$ cat src/rtl/spi_minion_pkg.sv
// Shared types and constants for the SPI minion front-end.
package spi_minion_pkg;

  // Transaction-level state of the minion.
  typedef enum logic [1:0] {
    IDLE  = 2'd0,
    SHIFT = 2'd1,
    DONE  = 2'd2
  } spi_minion_state_t;

  // Metastability flops per pad pin, before the edge-detect flop.
  localparam int SYNC_STAGES = 2;

endpackage

$ cat src/rtl/spi_minion_sync.sv
// Pad-pin synchronizer: SYNC_STAGES flops into clk, plus one extra flop
// so that rising/falling edges of the synchronized level can be detected.
module spi_minion_sync
  import spi_minion_pkg::*;
#(
  parameter logic RESET_VAL = 1'b0
) (
  input  logic clk,
  input  logic reset,
  input  logic din,
  output logic level,
  output logic rise,
  output logic fall
);

  // chain_q[0] is the first metastability flop, chain_q[SYNC_STAGES] the edge-detect flop.
  logic [SYNC_STAGES:0] chain_q;
  logic [SYNC_STAGES:0] chain_d;

  // Shift the raw pin down the chain every clock.
  always_comb begin
    chain_d = {chain_q[SYNC_STAGES-1:0], din};
  end

  // Chain register, reset to the pin's idle level so no false edge appears after reset.
  always_ff @(posedge clk or negedge reset) begin
    if (!reset) chain_q <= {(SYNC_STAGES+1){RESET_VAL}};
    else        chain_q <= chain_d;
  end

  assign level = chain_q[SYNC_STAGES-1];
  assign rise  =  chain_q[SYNC_STAGES-1] & ~chain_q[SYNC_STAGES];
  assign fall  = ~chain_q[SYNC_STAGES-1] &  chain_q[SYNC_STAGES];

endmodule

$ cat src/rtl/spi_minion_frontend.sv
// SPI minion front-end (mode 0, MSB first, fixed packet length).
// Deserializes MOSI into a val/rdy recv stream, serializes a val/rdy send
// stream onto MISO, and reports parity of the last delivered packet.
module spi_minion_frontend
  import spi_minion_pkg::*;
#(
  parameter int BIT_WIDTH = 34
) (
  input  logic                 clk,
  input  logic                 reset,
  input  logic                 cs,
  input  logic                 sclk,
  input  logic                 mosi,
  output logic                 miso,
  output logic [BIT_WIDTH-1:0] recv_msg,
  output logic                 recv_val,
  input  logic                 recv_rdy,
  input  logic [BIT_WIDTH-1:0] send_msg,
  input  logic                 send_val,
  output logic                 send_rdy,
  output logic                 parity,
  output logic                 overflow
);

  localparam int CW = $clog2(BIT_WIDTH + 1);
  localparam logic [CW-1:0] COUNT_MAX = CW'(BIT_WIDTH);

  logic cs_lvl, cs_rise, cs_fall;
  logic sclk_lvl, sclk_rise, sclk_fall;
  logic mosi_lvl, mosi_rise, mosi_fall;

  // Edge outputs that this block has no use for.
  logic unused_edges;
  assign unused_edges = cs_rise ^ sclk_lvl ^ mosi_rise ^ mosi_fall;

  spi_minion_sync #(.RESET_VAL(1'b1)) u_sync_cs (
    .clk(clk), .reset(reset), .din(cs),
    .level(cs_lvl), .rise(cs_rise), .fall(cs_fall)
  );
  spi_minion_sync #(.RESET_VAL(1'b0)) u_sync_sclk (
    .clk(clk), .reset(reset), .din(sclk),
    .level(sclk_lvl), .rise(sclk_rise), .fall(sclk_fall)
  );
  spi_minion_sync #(.RESET_VAL(1'b0)) u_sync_mosi (
    .clk(clk), .reset(reset), .din(mosi),
    .level(mosi_lvl), .rise(mosi_rise), .fall(mosi_fall)
  );

  spi_minion_state_t    state_q, state_d;
  logic [CW-1:0]        count_q, count_d;
  logic [BIT_WIDTH-1:0] shift_in_q, shift_in_d;
  logic [BIT_WIDTH-1:0] shift_out_q, shift_out_d;
  logic [BIT_WIDTH-1:0] recv_msg_q, recv_msg_d;
  logic                 recv_val_q, recv_val_d;
  logic                 parity_q, parity_d;
  logic                 overflow_q, overflow_d;

  // Next-state, datapath and combinational outputs (miso, send_rdy).
  always_comb begin
    state_d     = state_q;
    count_d     = count_q;
    shift_in_d  = shift_in_q;
    shift_out_d = shift_out_q;
    recv_msg_d  = recv_msg_q;
    recv_val_d  = recv_val_q & ~recv_rdy;
    parity_d    = parity_q;
    overflow_d  = 1'b0;
    send_rdy    = 1'b0;
    miso        = 1'b0;
    case (state_q)
      IDLE: begin
        if (cs_fall) begin
          send_rdy    = 1'b1;
          shift_out_d = send_val ? send_msg : '0;
          count_d     = '0;
          state_d     = SHIFT;
        end
      end
      SHIFT: begin
        miso = shift_out_q[BIT_WIDTH-1];
        if (count_q == COUNT_MAX) begin
          state_d = DONE;
          // A handshake in this same cycle frees the slot for the new packet.
          if (!recv_val_q || recv_rdy) begin
            recv_msg_d = shift_in_q;
            recv_val_d = 1'b1;
            parity_d   = ^shift_in_q;
          end else begin
            overflow_d = 1'b1;
          end
        end else if (cs_lvl) begin
          state_d = IDLE;
        end else begin
          if (sclk_rise) begin
            shift_in_d = {shift_in_q[BIT_WIDTH-2:0], mosi_lvl};
            count_d    = count_q + 1'b1;
          end
          if (sclk_fall) begin
            shift_out_d = shift_out_q << 1;
          end
        end
      end
      DONE: begin
        if (cs_lvl) state_d = IDLE;
      end
      default: state_d = IDLE;
    endcase
  end

  // State and datapath registers; reset drives every output low.
  always_ff @(posedge clk or negedge reset) begin
    if (!reset) begin
      state_q     <= IDLE;
      count_q     <= '0;
      shift_in_q  <= '0;
      shift_out_q <= '0;
      recv_msg_q  <= '0;
      recv_val_q  <= 1'b0;
      parity_q    <= 1'b0;
      overflow_q  <= 1'b0;
    end else begin
      state_q     <= state_d;
      count_q     <= count_d;
      shift_in_q  <= shift_in_d;
      shift_out_q <= shift_out_d;
      recv_msg_q  <= recv_msg_d;
      recv_val_q  <= recv_val_d;
      parity_q    <= parity_d;
      overflow_q  <= overflow_d;
    end
  end

  assign recv_msg = recv_msg_q;
  assign recv_val = recv_val_q;
  assign parity   = parity_q;
  assign overflow = overflow_q;

endmodule

$ cat config.mk
export PLATFORM = sky130hd
export DESIGN_NAME = spi_minion_frontend
export DESIGN_NICKNAME = d
export VERILOG_FILES = /design/src/rtl/spi_minion_pkg.sv /design/src/rtl/spi_minion_sync.sv /design/src/rtl/spi_minion_frontend.sv
export SDC_FILE = /design/constraint.sdc
export NUM_CORES = 1
export LEC_CHECK = 0
export BUFFER_PORTS_ARGS = -buffer_cell sky130_fd_sc_hd__buf_2
export CORE_MARGIN = 5
export CORE_UTILIZATION = 55
export CTS_CLUSTER_DIAMETER = 50
export DETAILED_ROUTE_END_ITERATION = 7
export PLACE_DENSITY = 0.76
export RECOVER_POWER = 100
export SETUP_SLACK_MARGIN = 0.05
export SLEW_MARGIN = 20
export SYNTH_ARGS = -nofsm -noshare
export SYNTH_HDL_FRONTEND = slang
export SYNTH_HIERARCHICAL = 1
export SYNTH_SLANG_ARGS = --single-unit
$ cat constraint.sdc
create_clock -name clk -period 2.5 [get_ports clk]
set_input_delay 0.25 -clock clk [delete_from_list [all_inputs] [get_ports clk]]
set_output_delay 0.25 -clock clk [all_outputs]
set_load 0.01 [all_outputs]
## Yosys cells after proc, flatten, opt, wreduce, memory -nomap -nowiden

Cells that the tools add are included.

- Reductions and logical operators: 9
- Multiplexer cells: 24
- $add $sub $neg: 1
- Equal/unequal tests: 8
- Bitwise logic cells: 9

Operator list:

| cell | number |
|---|---|
| $mux W34 | 5 |
| $pmux W34 S2 | 1 |
| $reduce_xor A34 Y1 | 1 |
| $mux W6 | 4 |
| $pmux W6 S2 | 1 |
| $ne A2 B2 Y1 const B | 5 |
| $reduce_and A5 Y1 | 2 |
| $mux W1 | 9 |
| $add A6 B1 Y6 const B | 1 |
| $eq A6 B6 Y1 const B | 1 |
| $mux W2 | 3 |
| $pmux W2 S3 | 1 |
| $not A1 Y1 | 5 |
| $and A1 B1 Y1 | 4 |
| $reduce_and A4 Y1 | 1 |
| $reduce_and A3 Y1 | 1 |
| $eq A2 B1 Y1 const B | 1 |
| $eq A2 B2 Y1 const B | 1 |
| $logic_not A2 Y1 | 1 |
| $reduce_bool A2 Y1 | 1 |
| $logic_not A1 Y1 | 1 |
| $logic_or A1 B1 Y1 | 1 |

- Output and inout bits: 39
- Bits of input ports: 41
- Register bits after elaboration: 121
- Word-level logic and storage cells: 62

## Longest topological paths before layout

Gate-level depths: netlist of the first run.

- Depth after elaboration: 6
- Mapped depth: 9

## Cells and area by module

Netlist of the first run, hierarchy kept.

By module, submodules not included:

| module | area each (um2) | times used | cells an instance | seq. area each (um2) |
|---|---|---|---|---|
| spi_minion_frontend | 5004.8 | 1 | 419 | 2827.7 |
| spi_minion_sync (u_sync_mosi ...) | 90.1 | 2 | 5 | 75.1 |
| spi_minion_sync (u_sync_cs) | 93.8 | 1 | 5 | 78.8 |

## Least setup slack after synthesis of the first run

OpenSTA, ideal clock, no wires.

- Kind: register -> register
- Start: reg u_sync_cs.chain_q[1]
- End: reg shift_out_q[18]
- Slack: 0.589 ns
- Cell stages (with the launch flop): 10
- Data arrival time: 1.828 ns
- Required time: 2.417 ns
- Clock period less this slack: 1.911 ns
- Path through: dfstp_2 > and2b_2 > nor2b_1 > nor2b_1 > buf_2 > o21ai_1 > buf_2 > buf_4 > nand2_1 > o21ai_0

- Longest elaborated chain between the ends: 4
- Elaborated cells on any way between the ends: 5
- Classes of those cells: eq/ne (2); bitwise (2); reduce/logical (1)

Ends and longest elaborated chain:

| item | RTL line | RTL |
|---|---|---|
| from (decl) | spi_minion_sync.sv:17 | `logic [SYNC_STAGES:0] chain_q;` |
| from (signal assigned) | spi_minion_sync.sv:27 | `if (!reset) chain_q <= {(SYNC_STAGES+1){RESET_VAL}};` |
| from (signal assigned) | spi_minion_sync.sv:28 | `else chain_q <= chain_d;` |
| $not A1 Y1 (no source line) | n/a |  |
| $and A1 B1 Y1 | spi_minion_sync.sv:33 | `assign fall = ~chain_q[SYNC_STAGES-1] & chain_q[SYNC_STAGES];` |
| net cs_fall | spi_minion_frontend.sv:28 | `logic cs_lvl, cs_rise, cs_fall;` |
| $ne A2 B2 Y1 (no source line) | n/a |  |
| $reduce_and A5 Y1 (no source line) | n/a |  |
| to (signal assigned) | spi_minion_frontend.sv:125 | `shift_out_q <= shift_out_d;` |
| to (decl) | spi_minion_frontend.sv:52 | `logic [BIT_WIDTH-1:0] shift_out_q, shift_out_d;` |

The timed path passes the listed nets, and every way through them passes these cells.
A chain may end at the register's enable or synchronous reset.

## Worst setup path in the final report of the first run

- Start: reg state_q[1]
- End: out miso

- Longest elaborated chain between the ends: 2

Ends and longest elaborated chain:

| item | RTL line | RTL |
|---|---|---|
| from (decl) | spi_minion_frontend.sv:49 | `spi_minion_state_t state_q, state_d;` |
| from (signal assigned) | spi_minion_frontend.sv:122 | `state_q <= state_d;` |
| $eq A2 B1 Y1 | spi_minion_frontend.sv:70 | `case (state_q)` |
| $mux W1 | spi_minion_frontend.sv:70 |  |
| to (decl) | spi_minion_frontend.sv:14 | `output logic miso,` |

Every way passes these cells.

==> results of run 1 <==
cell usage in the layout (no fill, tap or decap), drive strengths merged, types with 2 or more instances in the layout:
cell type,count
dfrtp,118
mux2,68
clkbuf,62
buf,44
nand2,39
o21ai,39
a21oi,34
and3,33
xnor2,32
nor2,7
nor2b,6
bufinv,5
dlygate4sd3,5
nand2b,3
nand3,3
xor2,3
clkinv,3
clkinvlp,3
inv,3
dfstp,3
nor3b,2
ha,2
and2b,2
area by class of cell:
type | instances | area (um^2)
well taps | 129 | 161.4
multi-input cells | 282 | 2033
clock buffers | 19 | 441.7
inverters | 1 | 3.754
clock inverters | 13 | 216.5
fillers | 678 | 2875
flip-flops and latches | 121 | 3032
repair buffers | 92 | 476.7
what timing repair did:
item | CTS | global route
setup endpoints to repair | 0 | 0
hold buffers | 5 | 0
hold endpoints to repair | 40 | 0
buffers inserted | 0 | 0
final timing paths:
kind | startpoint | to | slack, ns | depth (start not counted)
min in group asynchronous | reset | shift_in_q[27] | 0.42 | 2
max in group asynchronous | reset | recv_msg[32] | 0.77 | 3
worst max register to register | count_q[0] | shift_in_q[26] | 0.26 | 7
worst max-delay path | state_q[1] | miso | 0.25 | 4
worst min register to register | u_sync_mosi/chain_q[0] | u_sync_mosi/chain_q[1] | 0.35 | 0
worst min-delay path | recv_rdy | overflow | 0.07 | 3
stage by stage:
| step | setup WS (ns) | cells |
|---|---|---|
| 2_1_floorplan | 0.5967 | 430 |
| 3_3_place_gp | 0.5780 | 620 |
| 3_5_place_dp | 0.4889 | 620 |
| 4_1_cts | 0.2231 | 657 |
| 5_1_grt | 0.09016 | 657 |
| 6_report | 0.2541 | 657 |
worst min-delay path: cells and delay by family:
kind	cells	cell delay (ns)
AND/OR/NAND/NOR	2	0.20
buffers and inverters	1	0.07
power breakdown:
group	total, uW	leakage (uW)	internal [uW]	switching [uW]
logic	479	0.00121	227	251
registers	2230	0.00162	2120	104
clock network	2650	0.000311	1780	867
routing by layer:
metal	vias to the layer above	GRT usage, %	wire length [um]
li1	1659	-	-
met1	1659	24.59	4401
met2	93	28.24	4706
met3	9	5.219	516
met4	0	6.222	93
met5	-	0	0
state kept, by name, indices dropped and copies added (netlist names):
name / flops
recv_msg: 34
shift_in_q: 34
state_q: 2
overflow: 1
u_sync_cs/chain_q: 3
recv_val: 1
u_sync_sclk/chain_q: 3
parity: 1
shift_out_q: 34
u_sync_mosi/chain_q: 2
count_q: 6
==> results.toml, run 1 <==
[floorplan]
pin_count = 80
initial_utilization_pct = 56.63
core-area_um2 = 9240
die_w_um = 107.5
die_area_um2 = 11560
die_h_um = 107.5
rows = 35

[clock_network]
cts_buffers = 17
cts_resized = 0
clock_latency_ns = 0.50
h-tree-depth = 4
path_clk_slew_ns = 0.05
ctsLongestPathBuffers = 2
cts_tree = "done"
cts-root-buf = "clkbuf_8"
cts.sinks = 121

[cells_and_area]
drive_gt1_share_pct = 23.30
area_growth_pct = 21.64
final_area_um2 = 6365
n_antenna_cell = 0
num-nets-final = 558
utilization_pct = 68.88

[drt]
routedWlPerCell_um = 14.79
drc = 0
vias = 3420
via_per_inst = 5.205
drt_iter0_drc = 105
ant_nets = 0
drt_first_pass_iters = 4
totalWireLength_mm = 9.718

[grt]
grt_pass1_vias = 3488
grt_pass1_wl_mm = 16.70
grt_max_degree = 68
antenna_found_initial = 0
grt_overflow = 0
grt_usage_pct = 18.19

[worst_hold_path]
hp-class = "in -> reg"

[synthesis]
netlist_instances = 430
syn_area_um2 = 5233
syn_nets = 473
syn_avg_cell_area_um2 = 12.17
ys_warn_count = 6

[worst_setup_path]
crit_top_cell = "buf_2"
critPathKind = "reg -> out"
path_max_fanout = 36
worstPathRequired_ns = 2.25
end_kind = "output port"
slowest_delay_ns = 0.50
critPathLaunchType = "flop"
critPathBufInv = 2
critPathSlowestCell = "buf_2"
crit_chain = "nor2b_2, buf_2, and2_1, buf_2"
cp.arrival_ns = 2.00
cpLargestDelayFamily = "buffers and inverters"

[sta]
fin_skew_ns = 0.009329
worst_hold_slack_ns = 0.06672
fin_setup_tns_ns = 0
fmax_ghz = 0.4452
grt_setup_unrepaired = "false"
setup-violations-final = 0
fin_crit_sh_pct = 89.84
min_period_ns = 2.246
drv_slew = 0
worstMarginPinSlew_ns = 0.9154
timing.final.hold_violations = 0
relSlewSlack_pct = 38.97

[place]
placedInstanceArea_um2 = 5772
gp_congestion = 0.7726
post-dp-hpwl_mm = 6.318
io_buffers = 79

[power_and_ir_drop]
peakVddDrop_mv = 0.5089
p_per_area_nw_per_um2 = 841.3
leakagePower_uw = 0.003147
power.total_uw = 5355

[run]
cap_violations = 0

[outcome]
outcome = "completed"
(Power assumes the default switching activity.)
==> inputs of run 2 (changes only) <==
--- a/config.mk
+++ b/config.mk
@@ -6,6 +6,7 @@
 export NUM_CORES = 1
 export LEC_CHECK = 0
 export BUFFER_PORTS_ARGS = -buffer_cell sky130_fd_sc_hd__buf_2
+export CORE_ASPECT_RATIO = 1.2
 export CORE_MARGIN = 5
 export CORE_UTILIZATION = 55
 export CTS_CLUSTER_DIAMETER = 50
==> run 2 against run 1 <==
  * Via count up 1.1%
  * Global-route usage down 0.51 points
  * First-iteration DRC count is 9.5% higher
  * Count of clock-buffer cells in the layout is 4 higher
  * Critical path depth grew 3
  * Worst hold slack gained 0.029 ns
  * Critical endpoint is now shift_in_q[13]
  * Largest cell class unchanged
  * Largest power group unchanged
==> results.toml, run 2 (same netlist as run 1, synthesis figures left out) <==
[worst_setup_path]
r2r-start = "count_q[0]"
reg2regPathDepth = 7
slowest_delay_ns = 0.45
critPathKind = "reg -> reg"
crit_chain = "inv_1, ha_1, nor4b_2, nand2_1, nand3_1, clkbuf_4, mux2_2"
path_depth = 7
startpoint = "count_q[0]"
path_max_fanout = 36
critPathSlowestCell = "clkbuf_4"
cpLargestDelayFamily = "simple AND/OR/NAND/NOR gates"
critPathLaunchType = "flop"
critPathBufInv = 2
end_kind = "flop"
cp.arrival_ns = 2.46
worstPathRequired_ns = 2.77
reg2reg_setup_slack_ns = 0.31

[floorplan]
die_area_um2 = 11570
pin_count = 80
die_h_um = 116.8
initial_utilization_pct = 55.56
core-area_um2 = 9418
die_w_um = 99.04
rows = 39

[clock_network]
ctsLongestPathBuffers = 2
clock_latency_ns = 0.40
h-tree-depth = 4
cts_resized = 0
path_clk_slew_ns = 0.05
cts.sinks = 121
cts_tree = "done"
cts-root-buf = "clkbuf_16"
cts_buffers = 17

[cells_and_area]
num-nets-final = 557
final_cell_mix = "dfrtp_1, clkbuf_1, buf_2"
regArea_um2 = 3032
area_growth_pct = 20.59
drive_gt1_share_pct = 22.58
multiInputGateArea_um2 = 2032
layout.cells.non_filler = 650
utilization_pct = 67.00
layout_commonest_cell = "dfrtp_1"
n_antenna_cell = 0
nFillCells = 707

[power_and_ir_drop]
peakVddDrop_mv = 0.6075
internal_power_uw = 4064
leakagePower_uw = 0.003132
comb_power_share_pct = 9.3
clockPowerShare_pct = 48.0
p_per_area_nw_per_um2 = 826.0
switchingPower_uw = 1149
p_seq_share_pct = 42.7
switching_share_pct = 22.04

[run]
cap_violations = 0

[sta]
fin_setup_tns_ns = 0
drv_slew = 0
min_period_ns = 2.189
grt_setup_unrepaired = "false"
fmax_ghz = 0.4568
setup-violations-final = 0
relSlewSlack_pct = 0.9833
fin_crit_sh_pct = 87.57
fin_skew_ns = 0.008046
worstMarginPinSlew_ns = 1.485
timing.final.hold_violations = 0
final.setup.worst_slack_ns = 0.3108

[drt]
drc = 0
ant_nets = 0
routedWlPerCell_um = 14.93
vias = 3458
totalWireLength_mm = 9.702
drt_first_pass_iters = 4
via_per_inst = 5.320
drt_iter0_drc = 115

[place]
dp_slack_ns = 0.3813
io_buffers = 79
gp_congestion = 0.7744
post-dp-hpwl_mm = 6.302
dp_cells = 614

[grt]
antenna_found_initial = 0
grt_max_degree = 68
grt_pass1_wl_mm = 16.24
grt_pass1_vias = 3462
grt_overflow = 0
grt_usage_pct = 17.68

[worst_hold_path]
hold_path_depth = 3
hp-class = "in -> reg"
hold_path_startpoint = "send_msg[0]"

[outcome]
outcome = "completed"
[run 2: changes by cell type in the layout (fill, tap and decap cells not counted), sizes merged]
cell,previous run,this run
inv,3,1
clkinv,3,5
dlygate4sd3,5,4
buf,44,47
bufinv,5,4
clkinvlp,3,0
clkbuf,62,63
[run 2: routing by layer]
metal	part of all wire [%]	global-route usage, %	vias up
met5	0	0	-
met4	1.0	7.013	0
met3	5.3	5.039	8
met2	50	29.12	83
met1	43	22.29	1712
li1	-	-	1655
[run 2: through the flow]
step / total power, uW / cell area, um^2 / hold slack (ns)
floorplan: 2576 / 5233 / -0.04559
global placement: 2716 / 5764 / 0.1892
detailed placement: 2746 / 5764 / 0.1937
CTS: 5274 / 6417 / 0.08566
global route: 5440 / 6310 / 0.08771
finish: 5212 / 6310 / 0.09609
[run 2: timing repair]
| item | CTS | global route |
|---|---|---|
| buffers inserted | 0 | 0 |
| hold endpoints to repair | 30 | 0 |
| hold buffers | 4 | 0 |
[run 2: area by class of cell]
cell class | count | share of cell area [%]
clock buffers | 23 | 7.416
clock inverters | 9 | 2.300
inverters | 1 | 0.05949
multi-input cells | 282 | 32.20
flip-flops and latches | 121 | 48.05
well taps | 123 | 2.439
repair buffers | 91 | 7.535
[run 2: worst paths after layout]
check	endpoint
min reg2reg	u_sync_sclk/chain_q[1]
max in group asynchronous	shift_out_q[8]
max reg2reg	shift_in_q[13]
min in group asynchronous	recv_msg[21]
min	shift_out_q[0]
max	shift_in_q[13]
[run 2: tightest hold or removal path, stage by stage]
cell	delay [ns]
buf_2	0.07
nand4_1	0.07
nand2_1	0.07
[run 2: power groups by stage]
stage	Clock, uW	Combinational (uW)	Sequential (uW)
finish	2500	483	2230
global route	2640	554	2250
CTS	2550	502	2230
detailed placement	0	491	2260
global placement	0	469	2250
floorplan	0	349	2230
==> inputs of run 3 (changes only) <==
--- a/config.mk
+++ b/config.mk
@@ -11,6 +11,7 @@
 export CORE_UTILIZATION = 55
 export CTS_CLUSTER_DIAMETER = 50
 export DETAILED_ROUTE_END_ITERATION = 7
+export HOLD_SLACK_MARGIN = 0.15
 export PLACE_DENSITY = 0.76
 export RECOVER_POWER = 100
 export SETUP_SLACK_MARGIN = 0.05
==> run 3 against run 2 <==
  * Worst hold slack gained 0.091 ns
  * Sequential cell count is the same
  * Critical path depth is the same
  * First-iteration DRC count shrank 7.8%
  * Register-to-register slack is essentially flat
  * Count of clock-buffer cells in the layout is the same
  * Sequential share of layout area shrank 0.076 points
  * Maximum frequency shrank 0.31%
  * Largest cell class unchanged
  * Clock skew is essentially flat
  * Final area grew 0.16%
==> results.toml, run 3 (same netlist as run 1, synthesis figures left out) <==
[outcome]
outcome = "completed"

[drt]
routedWlPerCell_um = 14.97
drc = 0
vias = 3447
drt_first_pass_iters = 4
totalWireLength_mm = 9.748
drt_iter0_drc = 106
via_per_inst = 5.295
ant_nets = 0

[sta]
fin_skew_ns = 0.008249
worst_hold_slack_ns = 0.1871
fin_crit_sh_pct = 87.84
grt_setup_unrepaired = "false"
setup-violations-final = 0
worstMarginPinSlew_ns = 1.489
final.setup.worst_slack_ns = 0.3040
fmax_ghz = 0.4554
timing.final.hold_violations = 0
relSlewSlack_pct = 0.7410
fin_setup_tns_ns = 0
drv_slew = 0
min_period_ns = 2.196

[clock_network]
cts-root-buf = "clkbuf_16"
path_clk_slew_ns = 0.05
cts_buffers = 17
cts_setup_buffers = 0
ctsLongestPathBuffers = 2
h-tree-depth = 4
cts.sinks = 121
cts_tree = "done"
clock_latency_ns = 0.40

[power_and_ir_drop]
switchingPower_uw = 1151
p_seq_share_pct = 42.7
leakagePower_uw = 0.003136
internal_power_uw = 4065
clockPowerShare_pct = 48.0
comb_power_share_pct = 9.3
switching_share_pct = 22.07
peakVddDrop_mv = 0.6061
p_per_area_nw_per_um2 = 825.4

[cells_and_area]
drive_gt1_share_pct = 22.54
nFillCells = 705
num-nets-final = 558
n_antenna_cell = 0
layout_commonest_cell = "dfrtp_1"
final_cell_mix = "dfrtp_1, clkbuf_1, buf_2"
area_growth_pct = 20.78

[worst_setup_path]
critPathKind = "reg -> reg"
reg2regPathDepth = 7
r2r-end = "shift_in_q[13]"
r2r-start = "count_q[0]"
critPathBufInv = 2
cp.arrival_ns = 2.47
crit_chain = "inv_1, ha_1, nor4b_2, nand2_1, nand3_1, clkbuf_4, mux2_2"
critPathSlowestCell = "clkbuf_4"
worstPathRequired_ns = 2.77
cpLargestDelayFamily = "simple AND/OR/NAND/NOR gates"
slowest_delay_ns = 0.45
startpoint = "count_q[0]"
critPathLaunchType = "flop"
end_kind = "flop"
path_max_fanout = 36
reg2reg_setup_slack_ns = 0.30

[grt]
antenna_found_initial = 0
grt_pass1_wl_mm = 16.28
grt_overflow = 0
grt_pass1_vias = 3478
grt_max_degree = 68
grt_usage_pct = 17.71

[worst_hold_path]
hold_end = "recv_val"
hp-class = "in -> reg"
hold_path_depth = 3
hold_path_startpoint = "recv_rdy"

[floorplan]
rows = 39
core-area_um2 = 9418
pin_count = 80
die_w_um = 99.04
initial_utilization_pct = 55.56
die_h_um = 116.8
die_area_um2 = 11570

[place]
io_buffers = 79
post-dp-hpwl_mm = 6.302
dp_slack_ns = 0.3813
gp_congestion = 0.7744

[run]
cap_violations = 0
## run 3: cell count changes in the layout (fill, tap and decap cells not counted), sizes merged
cell / change
dlygate4sd3: +1
## run 3: worst register-to-register path: cells and delay by family, from the launching register on
kind                       cells  cell delay (ns)
adders and majority gates      1             0.15
buffers and inverters          2             0.53
DFF                            1             0.42
muxes                          1             0.42
and+or+nand+nor                3             0.55
## run 3: worst max path at each step
| stage | to | slack (ns) | cells past startpoint |
|---|---|---|---|
| after detailed placement | recv_msg[5] | 0.38 | 7 |
| after global placement | recv_msg[4] | 0.57 | 7 |
| final | shift_in_q[13] | 0.30 | 7 |
| after CTS | recv_msg[16] | 0.37 | 7 |
| after floorplan | shift_out_q[18] | 0.60 | 9 |
| after global routing | shift_out_q[8] | 0.16 | 3 |
## run 3: layout make-up
cell class	instances	area, um^2	share of cell area (%)
clock buffer	23	467.9	7.404
clock inverter	9	145.1	2.297
inverter	1	3.754	0.05939
multi-input combinational	282	2032	32.15
sequential	121	3032	47.97
tap	123	153.9	2.435
timing repair buffer	92	485.5	7.682
## run 3: what timing repair did
item | CTS | global route
hold endpoints to repair | 31 | 0
gates resized for setup | 0 | 0
hold buffers | 5 | 0
## run 3: power groups by stage
stage	logic, uW	clock network, uW	registers, uW
2_1_floorplan	349	0	2230
3_3_place_gp	469	0	2250
3_5_place_dp	491	0	2260
4_1_cts	503	2550	2230
5_1_grt	555	2640	2250
6_report	486	2500	2230
## run 3: through the flow
step	utilization (%)	area (um^2)	total power [uW]	instances
floorplan	-	5233	2576	430
global placement	61.21	5764	2716	614
detailed placement	61.21	5764	2746	614
CTS	68.25	6427	5275	651
global route	67.11	6320	5441	651
finish	67.11	6320	5216	651
## run 3: metal layers
layer / wire (um) / GRT usage (%) / up-vias / share of wire, %
met5: 0 / 0 / - / 0
met4: 99 / 7.013 / 0 / 1.0
met3: 498 / 5.039 / 10 / 5.1
met2: 4907 / 29.21 / 74 / 50
met1: 4242 / 22.29 / 1706 / 44
li1: - / - / 1657 / -
